**config.mk**
```make
export PLATFORM = sky130hd
export DESIGN_NAME = div32x32_fast_fsm_flat
export DESIGN_NICKNAME = d
export VERILOG_FILES = /design/src/rtl/div32x32_fast_fsm_pkg.sv /design/src/rtl/div32x32_fast_fsm_if.sv /design/src/rtl/div32x32_fast_fsm_step.sv /design/src/rtl/div32x32_fast_fsm.sv /design/src/flat_wrapper.sv
export SDC_FILE = /design/constraint.sdc
export NUM_CORES = 1
export LEC_CHECK = 0
export CORE_ASPECT_RATIO = 1.2
export CORE_MARGIN = 2
export CORE_UTILIZATION = 50
export CTS_CLUSTER_DIAMETER = 200
export DETAILED_ROUTE_END_ITERATION = 8
export GPL_ROUTABILITY_DRIVEN = 0
export PLACE_DENSITY_LB_ADDON = 0.2
export SYNTH_ARGS = -nofsm -noshare
export SYNTH_HDL_FRONTEND = slang
export SYNTH_SLANG_ARGS = --single-unit
```
**constraint.sdc**
```tcl
create_clock -name clk -period 12.85 [get_ports clk]
set_input_delay 1.285 -clock clk [delete_from_list [all_inputs] [get_ports clk]]
set_output_delay 1.285 -clock clk [all_outputs]
set_load 0.01 [all_outputs]
```
**src/rtl/div32x32_fast_fsm_pkg.sv**
```systemverilog
// Shared types and constants for the 32/32 unsigned restoring divider.
package div32_pkg;

  localparam int DATA_W = 32;
  localparam int HALF_W = 16;
  // Wide enough to hold the iteration count DATA_W (32).
  localparam int CNT_W  = 6;

  typedef enum logic [1:0] {
    IDLE = 2'd0,
    DIV  = 2'd1,
    DONE = 2'd2
  } state_t;

endpackage

```
**src/rtl/div32x32_fast_fsm_if.sv**
```systemverilog
// Request/result bundle of the divider: master issues requests, slave answers.
interface div32x32_fast_fsm_if;
  import div32_pkg::*;

  logic              start;
  logic [DATA_W-1:0] a;
  logic [DATA_W-1:0] b;
  logic              busy;
  logic              done;
  logic [DATA_W-1:0] quotient;
  logic [DATA_W-1:0] remainder;
  logic              div_by_zero;

  modport master (
    output start, a, b,
    input  busy, done, quotient, remainder, div_by_zero
  );

  modport slave (
    input  start, a, b,
    output busy, done, quotient, remainder, div_by_zero
  );

endinterface

```
**src/rtl/div32x32_fast_fsm_step.sv**
```systemverilog
// One restoring-division step: shift in one dividend bit, try to subtract.
module div32_step
  import div32_pkg::*;
(
  input  logic [DATA_W-1:0] rem_in,
  input  logic              shift_in,
  input  logic [DATA_W-1:0] divisor,
  output logic [DATA_W-1:0] rem_out,
  output logic              q_bit
);

  logic [DATA_W:0]          shifted;
  logic signed [DATA_W+1:0] trial;

  // Shifted remainder can reach 33 bits; the sign of the trial decides the bit.
  always_comb begin
    shifted = {rem_in, shift_in};
    trial   = $signed({1'b0, shifted}) - $signed({2'b00, divisor});
    if (trial >= 0) begin
      q_bit   = 1'b1;
      rem_out = trial[DATA_W-1:0];
    end else begin
      q_bit   = 1'b0;
      rem_out = shifted[DATA_W-1:0];
    end
  end

endmodule

```
**src/rtl/div32x32_fast_fsm.sv**
```systemverilog
// Multi-cycle 32/32 unsigned divider; 16 iterations when the dividend fits
// in 16 bits, 32 otherwise, single-cycle answer for a zero divisor.
module div32x32_fast_fsm
  import div32_pkg::*;
(
  input  logic               clk,
  input  logic               reset,
  div32x32_fast_fsm_if.slave bus
);

  state_t            state_q, state_d;
  logic [CNT_W-1:0]  cnt_q, cnt_d;
  logic [DATA_W-1:0] divisor_q, divisor_d;
  logic [DATA_W-1:0] shreg_q, shreg_d;
  logic [DATA_W-1:0] prem_q, prem_d;
  logic [DATA_W-1:0] quo_w_q, quo_w_d;
  logic [DATA_W-1:0] quotient_q, quotient_d;
  logic [DATA_W-1:0] remainder_q, remainder_d;
  logic              dbz_q, dbz_d;
  logic              busy_q, busy_d;
  logic              done_q, done_d;

  logic [DATA_W-1:0] step_rem;
  logic              step_qbit;
  logic [DATA_W-1:0] quo_next;

  div32_step u_step (
    .rem_in   (prem_q),
    .shift_in (shreg_q[DATA_W-1]),
    .divisor  (divisor_q),
    .rem_out  (step_rem),
    .q_bit    (step_qbit)
  );

  assign quo_next = {quo_w_q[DATA_W-2:0], step_qbit};

  // Next-state and next-register values; results only move on completion.
  always_comb begin
    state_d     = state_q;
    cnt_d       = cnt_q;
    divisor_d   = divisor_q;
    shreg_d     = shreg_q;
    prem_d      = prem_q;
    quo_w_d     = quo_w_q;
    quotient_d  = quotient_q;
    remainder_d = remainder_q;
    dbz_d       = dbz_q;
    busy_d      = busy_q;
    done_d      = 1'b0;
    case (state_q)
      IDLE: begin
        busy_d = 1'b0;
        if (bus.start) begin
          busy_d = 1'b1;
          if (bus.b == '0) begin
            dbz_d       = 1'b1;
            quotient_d  = '1;
            remainder_d = bus.a;
            done_d      = 1'b1;
            state_d     = DONE;
          end else begin
            dbz_d     = 1'b0;
            divisor_d = bus.b;
            prem_d    = '0;
            quo_w_d   = '0;
            if (bus.a[DATA_W-1:HALF_W] == '0) begin
              cnt_d   = CNT_W'(HALF_W);
              shreg_d = {bus.a[HALF_W-1:0], {HALF_W{1'b0}}};
            end else begin
              cnt_d   = CNT_W'(DATA_W);
              shreg_d = bus.a;
            end
            state_d = DIV;
          end
        end
      end
      DIV: begin
        prem_d  = step_rem;
        quo_w_d = quo_next;
        shreg_d = {shreg_q[DATA_W-2:0], 1'b0};
        cnt_d   = cnt_q - CNT_W'(1);
        if (cnt_q == CNT_W'(1)) begin
          quotient_d  = quo_next;
          remainder_d = step_rem;
          done_d      = 1'b1;
          state_d     = DONE;
        end
      end
      DONE: begin
        busy_d  = 1'b0;
        state_d = IDLE;
      end
      default: begin
        busy_d  = 1'b0;
        state_d = IDLE;
      end
    endcase
  end

  // All state, working and output registers; async reset clears everything.
  always_ff @(posedge clk or posedge reset) begin
    if (reset) begin
      state_q     <= IDLE;
      cnt_q       <= '0;
      divisor_q   <= '0;
      shreg_q     <= '0;
      prem_q      <= '0;
      quo_w_q     <= '0;
      quotient_q  <= '0;
      remainder_q <= '0;
      dbz_q       <= 1'b0;
      busy_q      <= 1'b0;
      done_q      <= 1'b0;
    end else begin
      state_q     <= state_d;
      cnt_q       <= cnt_d;
      divisor_q   <= divisor_d;
      shreg_q     <= shreg_d;
      prem_q      <= prem_d;
      quo_w_q     <= quo_w_d;
      quotient_q  <= quotient_d;
      remainder_q <= remainder_d;
      dbz_q       <= dbz_d;
      busy_q      <= busy_d;
      done_q      <= done_d;
    end
  end

  assign bus.busy        = busy_q;
  assign bus.done        = done_q;
  assign bus.quotient    = quotient_q;
  assign bus.remainder   = remainder_q;
  assign bus.div_by_zero = dbz_q;

endmodule

```
**src/flat_wrapper.sv**
```systemverilog
// flat-port wrapper written by rule: the top's interface ports become plain ports
module div32x32_fast_fsm_flat import div32_pkg::*;
  (clk, reset, bus_start, bus_a, bus_b, bus_busy, bus_done, bus_quotient, bus_remainder, bus_div_by_zero);
  div32x32_fast_fsm_if bus_i ();
  input  logic clk;
  input  logic reset;
  input wire logic [$bits(bus_i.start)-1:0] bus_start;
  input wire logic [$bits(bus_i.a)-1:0] bus_a;
  input wire logic [$bits(bus_i.b)-1:0] bus_b;
  output wire logic [$bits(bus_i.busy)-1:0] bus_busy;
  output wire logic [$bits(bus_i.done)-1:0] bus_done;
  output wire logic [$bits(bus_i.quotient)-1:0] bus_quotient;
  output wire logic [$bits(bus_i.remainder)-1:0] bus_remainder;
  output wire logic [$bits(bus_i.div_by_zero)-1:0] bus_div_by_zero;
  assign bus_i.start = bus_start;
  assign bus_i.a = bus_a;
  assign bus_i.b = bus_b;
  assign bus_busy = bus_i.busy;
  assign bus_done = bus_i.done;
  assign bus_quotient = bus_i.quotient;
  assign bus_remainder = bus_i.remainder;
  assign bus_div_by_zero = bus_i.div_by_zero;
  div32x32_fast_fsm u_core (.clk(clk), .reset(reset), .bus(bus_i));
endmodule
```
==> results of run 1 <==
cells by family after synthesis:
| kind of cell | after synthesis |
|---|---|
| AO/OA/AOI/OAI | 344 |
| XOR/XNOR | 26 |
| adder cells (fa/ha/maj) | 35 |
| buffers and inverters | 126 |
| flip-flops | 202 |
| multiplexers | 48 |
| AND/OR/NAND/NOR | 380 |
routing by layer:
layer	vias up	wire, µm	GRT usage [%]
met5	-	0	0
li1	4306	-	-
met2	269	13100	40.1
met4	0	1070	9.18
met3	60	1550	3.40
met1	4339	12500	35.9
cells in the mapped netlist (6+ instances only):
| library cell | number |
|---|---|
| a21o_1 | 14 |
| a21oi_1 | 92 |
| a22o_1 | 30 |
| a22oi_1 | 15 |
| a31oi_1 | 16 |
| and3_1 | 11 |
| buf_1 | 6 |
| clkbuf_1 | 64 |
| dfrtp_1 | 202 |
| ha_1 | 34 |
| inv_1 | 45 |
| mux2_2 | 33 |
| mux2i_1 | 15 |
| nand2_1 | 191 |
| nand3_1 | 36 |
| nand4_1 | 11 |
| nor2_1 | 61 |
| nor2b_1 | 6 |
| nor3_1 | 14 |
| nor4_1 | 13 |
| o211ai_1 | 8 |
| o21a_1 | 6 |
| o21ai_0 | 110 |
| or3_1 | 13 |
| xnor2_1 | 15 |
| xor2_1 | 11 |
critical path, delay by kind of cell:
kind	cells	cell delay [ns]
AO/OA/AOI/OAI	1	0.06
AND/OR/NAND/NOR	7	2.06
buffers and inverters	3	1.60
flip-flops by register name, summed over array words and instances (netlist names):
| register | count |
|---|---|
| u_core.bus.busy | 1 |
| u_core.bus.div_by_zero | 1 |
| u_core.bus.remainder | 32 |
| u_core.bus.quotient | 32 |
| u_core.bus.done | 1 |
| u_core.quo_w_q | 31 |
| u_core.prem_q | 32 |
| u_core.divisor_q | 32 |
| u_core.state_q | 2 |
| u_core.cnt_q | 6 |
| u_core.shreg_q | 32 |
through the flow:
| step | instances | power, W | hold slack (ns) | worst slack [ns] |
|---|---|---|---|---|
| after floorplan | 1161 | 0.00196 | 0.450 | 6.05 |
| after global routing | 1532 | 0.00330 | 0.488 | 7.88 |
| after CTS | 1532 | 0.00309 | 0.470 | 8.15 |
| final | 1532 | 0.00307 | 0.463 | 8.17 |
| after global placement | 1492 | 0.00243 | 0.451 | 7.71 |
| after detailed placement | 1492 | 0.00247 | 0.457 | 7.64 |
worst min path at each step:
| stage | slack (ns) | to | depth (start not counted) | startpoint |
|---|---|---|---|---|
| 2_1_floorplan | 0.45 | u_core.shreg_q[15]$_DFFE_PP0P_ | 2 | u_core.shreg_q[15]$_DFFE_PP0P_ |
| 3_3_place_gp | 0.45 | u_core.bus.quotient[26]$_DFFE_PP0P_ | 2 | u_core.bus.quotient[26]$_DFFE_PP0P_ |
| 3_5_place_dp | 0.46 | u_core.bus.quotient[29]$_DFFE_PP0P_ | 2 | u_core.bus.quotient[29]$_DFFE_PP0P_ |
| 4_1_cts | 0.47 | u_core.bus.quotient[29]$_DFFE_PP0P_ | 2 | u_core.bus.quotient[29]$_DFFE_PP0P_ |
| 5_1_grt | 0.49 | u_core.bus.quotient[16]$_DFFE_PP0P_ | 2 | u_core.bus.quotient[16]$_DFFE_PP0P_ |
| 6_report | 0.46 | u_core.bus.quotient[28]$_DFFE_PP0P_ | 2 | u_core.bus.quotient[28]$_DFFE_PP0P_ |
where the power goes:
| group | leakage [nW] | internal [W] | total [W] | switching (W) |
|---|---|---|---|---|
| logic | 2.97 | 0.000599 | 0.00143 | 0.000830 |
| registers | 2.54 | 0.000872 | 0.00103 | 0.000159 |
| clock network | 0.348 | 0.000357 | 0.000611 | 0.000254 |
| total | 5.86 | 0.00183 | 0.00307 | 0.00124 |
cells in the final DEF (no fill, tap or decap), drive strengths merged, types with 4 or more instances in the layout:
master         instances
clkbuf                32
ha                    34
buf                    8
o21a                   6
and4                   5
a22o                  30
nor3                  15
nand4                 11
o31ai                  4
a22oi                 15
nand2                192
nand3                 36
or3                   13
a211o                  4
a21o                  14
dfrtp                202
xnor2                 15
inv                   46
nor2b                  6
nor4                  13
xor2                  11
clkdlybuf4s50        133
mux2                  33
o21ai                113
and3                  13
o41ai                  4
nor2                  61
a31oi                 17
mux2i                 15
and2                   4
clkinv                 6
a21oi                 93
o211ai                 8
a211oi                 4
layout make-up:
type                       count  area [µm²]
clock buffer                  32         659
multi-input combinational    833        5140
inverter                      46         180
tap                          270         338
timing repair buffer         141        1390
sequential                   202        5050
clock inverter                 8        48.8
fill                        1844        8160
==> metrics, run 1 <==
first-pass GRT wire length 45000 µm; setup repair bufs after CTS 0; Synth-to-Final Area Change 20.0%; Worst setup endpoint u_core.bus.remainder[26]$_DFFE_PP0P_; Synth Area in Adders 4.17%; clock latency on the worst-skew pair 0.50 ns; final setup vio count 0; R2R Setup Slk 9.14 ns; sequential area share after synthesis 47.3%; Initial Util 50.9%; status completed; Least-Margin Pin Slew 1.08 ns; hold crit path type flip-flop to flip-flop; Worst-path clk slew 0.06 ns; R2R Path End u_core.bus.remainder[26]$_DFFE_PP0P_; Worst Setup End Kind flip-flop; Data arrival, critical path 5.06 ns; CTS tree done; fmax 213 MHz; I/O Pins 134; synth unique cells 69; worst setup path start bus_b[26]; Iter 0 DRT Violations 562; critical-path cell list clkdlybuf4s50_1, nor4_1, nand4_1, or2_2, nor2_1, o21ai_4, buf_4, inv_2, nand2_1, nor3_1, nor3_1; WL per Instance 18.5 µm; Worst EP required 13.23 ns; leakage power 5.86 nW; die width 137 µm; Synth Area in Compound Gates 20.5%; largest net degree at the start of global routing 140; most frequent cell on the critical path nor3_1; Synth Area in Simple Gates 16.2%; r2r worst-path depth 10; core footprint 21000 µm²; synthesized area 10700 µm²; Final ANT Viol Nets 0; ANT cells 0; root buffer cell clkbuf_16; Die Y 164 µm; Max VDD drop 0.158 mV; # hold bufs at CTS 0; CTS buffer count 22; top post-synthesis cells by area dfrtp_1, nand2_1, o21ai_0, a21oi_1, ha_1; slowest CP cell inv_2; Final Hold Viols 0; remaining global-route overflow 0; max_cap viols 0; reg2reg start u_core.state_q[1]$_DFFE_PP0P_; final wirelength 28300 µm; DRC violations left 0; CP Class input port to flip-flop; Synth Net Count 1263; RSZ-0062 raised after global routing false; pwr dens 240 nW/µm²; vias in the first global route 8435; XOR/XNOR share of the synthesized area 2.13%; mux contribution to synthesized area 4.89%; Max transition margin 27.9%; HPWL Detailed 19900 µm; TritonCTS Sinks 202; area of placed instances 12100 µm²; post-route design area 12800 µm²; number of gates resized after cts 0; Largest stage delay, worst path 0.87 ns; Synth area leader dfrtp_1; Post-Syn Instances 1161; Max FO, Critical Path 72; largest family of logic cells by synthesized area compound AO/OA/AOI/OAI gates; Overall Global Routing Usage 25.4%; max-slew violations 0; Syn Area/Cell 9.20 µm²; die footprint 22500 µm²; utilization after layout 61.1%; IO buf count 133; asr flop ratio synth 100%; nets 1348; Ys Warns 0; Clock H-tree levels 1; via count 8974; clock buffer depth 3; Fin Setup TNS 0 ns; CP startpoint kind input port; Final Skew 0.00930 ns; DRT Pass-1 Iters 6; Rows 58; fin crit share 36.5%; via-per-instance ratio 5.86; layout cell share with drive strength beyond 1 7.69%; fin crit period 4.68 ns; Synth top area share 47.3%; number of synthesized flops with an enable pin 0; Top FF cell, synth dfrtp_1; initial antenna violation count 0; synthesis-stage register bit count 202
Note: power is estimated with default switching activity, not from simulation.
==> run 2, diff against run 1 <==
clock period = 4.5 ns   (was 12.85 ns; I/O delays follow)
==> metrics, run 2 (synthesis results as in run 1) <==
Rows 58 (unchanged); area of the multi-input gates 5140 µm² (unchanged); root buffer cell clkbuf_16; status completed; core footprint 21000 µm² (unchanged); initial antenna violation count 0 (unchanged); CTS buffer count 22 (unchanged); RSZ-0062 raised after global routing false; final wirelength 29000 µm (+2.5%); pwr dens 694 nW/µm² (+190%); Final Skew 0.0159 ns (+0.00665 ns); max-slew violations 0 (unchanged); leakage power 5.91 nW (+0.87%); r2r worst-path depth 9 (-1); worst path bufs/invs 0 (-3); vias in the first global route 8738 (+3.6%); I/O Pins 134 (unchanged); Worst EP required 4.87 ns (-8.36 ns); Top Family by Delay on Critical Path simple AND/OR/NAND/NOR gates; Max FO, Critical Path 30 (-58%); CP startpoint kind flip-flop; IO buf count 133 (unchanged); register area 5050 µm² (unchanged); clock buffer depth 3 (unchanged); Net Switching 0.00366 W (+190%); Fillers 1808 (-2.0%); Worst Setup End Kind flip-flop; remaining global-route overflow 0 (unchanged); DRC violations left 0 (unchanged); commonest non-fill, non-tap cell in the layout dfrtp_1; nets 1354 (+0.45%); slowest CP cell and2_4; clock group share of total power 20.8% (+0.9 points); Sw Ratio 40.8% (+0.31 points); largest net degree at the start of global routing 93 (-34%); fin crit period 3.37 ns; fmax 297 MHz; final setup vio count 0 (unchanged); Max VDD drop 0.383 mV (+140%); WL per Instance 18.9 µm (+2.1%); DRT Pass-1 Iters 5 (-1); clock latency on the worst-skew pair 0.52 ns (+0.02 ns); die footprint 22500 µm² (unchanged); Iter 0 DRT Violations 699 (+24%); TritonCTS Sinks 202 (unchanged); via-per-instance ratio 5.96 (+1.7%); first-pass GRT wire length 46800 µm (+4.0%); via count 9159 (+2.1%); Data arrival, critical path 3.73 ns (-1.33 ns); die width 137 µm (unchanged); Overall Global Routing Usage 26.3% (+0.93 points); ANT cells 0 (unchanged); max_cap viols 0 (unchanged); Die Y 164 µm (unchanged); layout cell share with drive strength beyond 1 8.44% (+0.75 points); Final Hold Viols 0 (unchanged); utilization after layout 61.7% (+0.59 points); Largest stage delay, worst path 0.51 ns (-0.36 ns); most frequent cell on the critical path nand2_1; Synth-to-Final Area Change 21.1%; number of gates resized after cts 0 (unchanged); area of placed instances 12200 µm² (+0.65%); CTS tree done; fin crit share 74.9%; combinational share of power 46.4% (about the same); Final ANT Viol Nets 0 (unchanged); hold crit path type input port to asynchronous set/reset pin; Least-Margin Pin Slew 0.998 ns (-0.0816 ns); Worst-path clk slew 0.07 ns (about the same); most frequent cells in the layout dfrtp_1, nand2_1, clkdlybuf4s50_1; setup repair bufs after CTS 0 (unchanged); CP Class flip-flop to flip-flop; Fin Setup TNS 0 ns (unchanged); register share of total power 32.8% (-0.8 points); Initial Util 50.9% (unchanged); HPWL Detailed 21000 µm (+5.3%); critical-path cell list ha_1, nand2_1, nor3_1, and3b_1, nor2_1, nand2_1, and2_4, mux2i_1, o21ai_0; Clock H-tree levels 1 (unchanged); Crit path depth 9 (-2); Max transition margin 33.2% (+5.3 points); final hold slack 0.354 ns (-0.109 ns); post-route design area 12900 µm² (+0.97%); Pint 0.00532 W (+190%); # hold bufs at CTS 0 (unchanged)
-- run 2: layout make-up --
| class | count | share of cell area, % |
|---|---|---|
| Multi-Input combinational cell | 833 | 39.7 |
| Tap cell | 270 | 2.61 |
| Clock inverter | 15 | 1.25 |
| Inverter | 46 | 1.36 |
| Clock buffer | 25 | 4.58 |
| Timing Repair Buffer | 147 | 11.4 |
| Sequential cell | 202 | 39.1 |
-- run 2: routing by layer --
layer	vias to the layer above	GRT usage [%]	wire length [µm]
li1	4308	-	-
met1	4462	36.5	12400
met2	343	43.4	14200
met3	46	3.21	1780
met4	0	7.54	677
met5	-	0	0
-- run 2: final timing paths --
| path | start | end | slack, ns |
|---|---|---|---|
| worst min-delay path | reset | u_core.bus.quotient[19]$_DFFE_PP0P_ | 0.35 |
| min in group clk | u_core.bus.quotient[29]$_DFFE_PP0P_ | u_core.bus.quotient[29]$_DFFE_PP0P_ | 0.46 |
| max in group asynchronous | reset | u_core.divisor_q[2]$_DFFE_PP0P_ | 3.28 |
| worst max-delay path | u_core.prem_q[26]$_DFFE_PP0P_ | u_core.prem_q[28]$_DFFE_PP0P_ | 1.13 |
| worst min register to register | u_core.bus.quotient[29]$_DFFE_PP0P_ | u_core.bus.quotient[29]$_DFFE_PP0P_ | 0.46 |
| worst max register to register | u_core.prem_q[26]$_DFFE_PP0P_ | u_core.prem_q[28]$_DFFE_PP0P_ | 1.13 |
-- run 2: power by group through the flow --
stage / Clock, W / Sequential [W] / Combinational [W]
2_1_floorplan: 0 / 0.00295 / 0.00266
3_3_place_gp: 0 / 0.00295 / 0.00408
3_5_place_dp: 0 / 0.00297 / 0.00416
4_1_cts: 0.00190 / 0.00295 / 0.00417
5_1_grt: 0.00198 / 0.00302 / 0.00463
6_report: 0.00186 / 0.00295 / 0.00417
-- run 2: stage by stage --
stage / total power (W) / worst slack (ns) / instances
finish: 0.00898 / 1.13 / 1538
global route: 0.00962 / 0.954 / 1538
CTS: 0.00902 / 1.19 / 1538
detailed placement: 0.00713 / 0.990 / 1498
floorplan: 0.00561 / 1.43 / 1161
global placement: 0.00703 / 1.02 / 1498
==> run 3, diff against run 2 <==
clock period = 2.77 ns   (was 4.5 ns; I/O delays follow)
==> metrics, run 3 (synthesis results as in run 1) <==
TritonCTS Sinks 202 (unchanged); max-slew violations 0 (unchanged); Max FO, Critical Path 4 (-87%); Worst Setup End Kind flip-flop; Max VDD drop 0.587 mV (+53%); post-route design area 14100 µm² (+8.9%); initial antenna violation count 0 (unchanged); final setup vio count 0 (unchanged); critical-path cell list ha_4, a21o_1, a221o_1, and3_4, nor3_4, buf_6, a21oi_4, or4_1, nand4_1, a311oi_2; die footprint 22500 µm² (unchanged); core footprint 21000 µm² (unchanged); Largest stage delay, worst path 0.50 ns (about the same); clock buffer depth 3 (unchanged); Final Skew 0.0228 ns (+0.00680 ns); Data arrival, critical path 3.11 ns (-0.62 ns); max_cap viols 0 (unchanged); Worst EP required 3.14 ns (-1.73 ns); leakage power 6.46 nW (+9.3%); remaining global-route overflow 0 (unchanged); CP startpoint kind flip-flop; DRT Pass-1 Iters 5 (unchanged); I/O Pins 134 (unchanged); pwr dens 1140 nW/µm² (+64%); first-pass GRT wire length 48700 µm (+4.0%); nets 1453 (+7.3%); Iter 0 DRT Violations 680 (-2.7%); Overall Global Routing Usage 27.4% (+1.1 points); CTS tree done; # hold bufs at CTS 0 (unchanged); Least-Margin Pin Slew 0.760 ns (-0.238 ns); Die Y 164 µm (unchanged); Finished Layout Cells 1635 (+6.3%); Fin Setup TNS 0 ns (unchanged); Placed Cells 1596 (+6.5%); ANT cells 0 (unchanged); final hold slack 0.290 ns (-0.0644 ns); hold crit path type input port to asynchronous set/reset pin; commonest non-fill, non-tap cell in the layout dfrtp_1; clock latency on the worst-skew pair 0.51 ns (about the same); Final Hold Viols 0 (unchanged); Worst-path clk slew 0.06 ns (about the same); Max transition margin 49.3% (+16 points); CTS buffer count 22 (unchanged); fmax 365 MHz (+23%); largest net degree at the start of global routing 87 (-6.5%); layout cell share with drive strength beyond 1 17.1% (+8.7 points); Final ANT Viol Nets 0 (unchanged); die width 137 µm (unchanged); post-route setup slack 0.0286 ns (-1.10 ns); HPWL Detailed 22300 µm (+6.0%); via-per-instance ratio 5.82 (-2.2%); vias in the first global route 9354 (+7.0%); Synth-to-Final Area Change 31.9%; WL per Instance 18.8 µm (-0.33%); Initial Util 50.9% (unchanged); area of placed instances 13000 µm² (+7.0%); Clock H-tree levels 1 (unchanged); DRC violations left 0 (unchanged); slowest CP cell or4_1; fin crit share 99.0% (+24 points); Rows 58 (unchanged); pre-CTS WS -0.256 ns (-1.25 ns); root buffer cell clkbuf_16; fin crit period 2.74 ns (-0.627 ns); RSZ-0062 raised after global routing true; CP Class flip-flop to flip-flop; most frequent cells in the layout dfrtp_1, nand2_1, clkdlybuf4s50_1; IO buf count 133 (unchanged); via count 9518 (+3.9%); status completed; final wirelength 30700 µm (+6.0%)
[run 3: changes by cell type in the layout (fill, tap and decap cells not counted), moves of 5 or more]
cell / delta
buf_4: +89
ha_4: +10
a21oi_1: -7
buf_12: +9
ha_1: -12
clkbuf_1: +5
a21oi_2: +6
[run 3: critical path: cells and delay by family, from the launching register on]
family | cells | cell delay [ns]
buffers and inverters | 1 | 0.15
AO/OA/AOI/OAI | 4 | 0.72
AND/OR/NAND/NOR | 4 | 1.03
flip-flops | 1 | 0.43
adder cells (fa/ha/maj) | 1 | 0.25
[run 3: area by class of cell]
cell class | count | area (µm²)
Multi-Input combinational cell | 833 | 5360
Inverter | 46 | 176
Timing Repair Buffer | 246 | 2330
Tap cell | 270 | 338
Fill cell | 1708 | 6900
Sequential cell | 202 | 5060
Clock buffer | 29 | 608
Clock inverter | 9 | 201
[run 3: power breakdown]
part	total [W]	internal, W	switching, W
clock network	0.00330	0.00210	0.00120
logic	0.00800	0.00370	0.00430
registers	0.00475	0.00405	0.000707
total	0.0161	0.00985	0.00620
[run 3: path summary, 6_finish.rpt]
kind / from / end / slack, ns / cells past startpoint
worst max-delay path: u_core.prem_q[5]$_DFFE_PP0P_ / u_core.bus.remainder[31]$_DFFE_PP0P_ / 0.03 / 10
worst min-delay path: reset / u_core.bus.quotient[28]$_DFFE_PP0P_ / 0.29 / 3
worst max register to register: u_core.prem_q[5]$_DFFE_PP0P_ / u_core.bus.remainder[31]$_DFFE_PP0P_ / 0.03 / 10
worst min register to register: u_core.bus.quotient[22]$_DFFE_PP0P_ / u_core.bus.quotient[22]$_DFFE_PP0P_ / 0.46 / 2
max in group asynchronous: reset / u_core.bus.remainder[18]$_DFFE_PP0P_ / 2.03 / 3
min in group clk: bus_b[12] / u_core.divisor_q[12]$_DFFE_PP0P_ / 0.40 / 2
[run 3: through the flow]
stage / power, W / util, %
6_report: 0.0161 / 67.1
5_1_grt: 0.0172 / 67.1
4_1_cts: 0.0158 / 66.3
3_5_place_dp: 0.0124 / 62.1
3_3_place_gp: 0.0122 / 62.1
2_1_floorplan: 0.00911 / -
[run 3: what timing repair did]
item / 4_1_cts / 5_1_grt
setup buffers: 0 / 1
endpoints found under the setup margin: 19 / 59
gates resized for setup: 9 / 35
pin swaps: 4 / 16
[run 3: routing by layer]
layer  vias to the layer above  part of all wire (%)  wire length [µm]  track usage, %
li1                       4505                     -                 -               -
met1                      4605                    42             12800            36.0
met2                       326                    49             15100            46.3
met3                        82                   5.1              1560            3.30
met4                         0                   4.1              1270            10.3
met5                         -                     0                 0               0
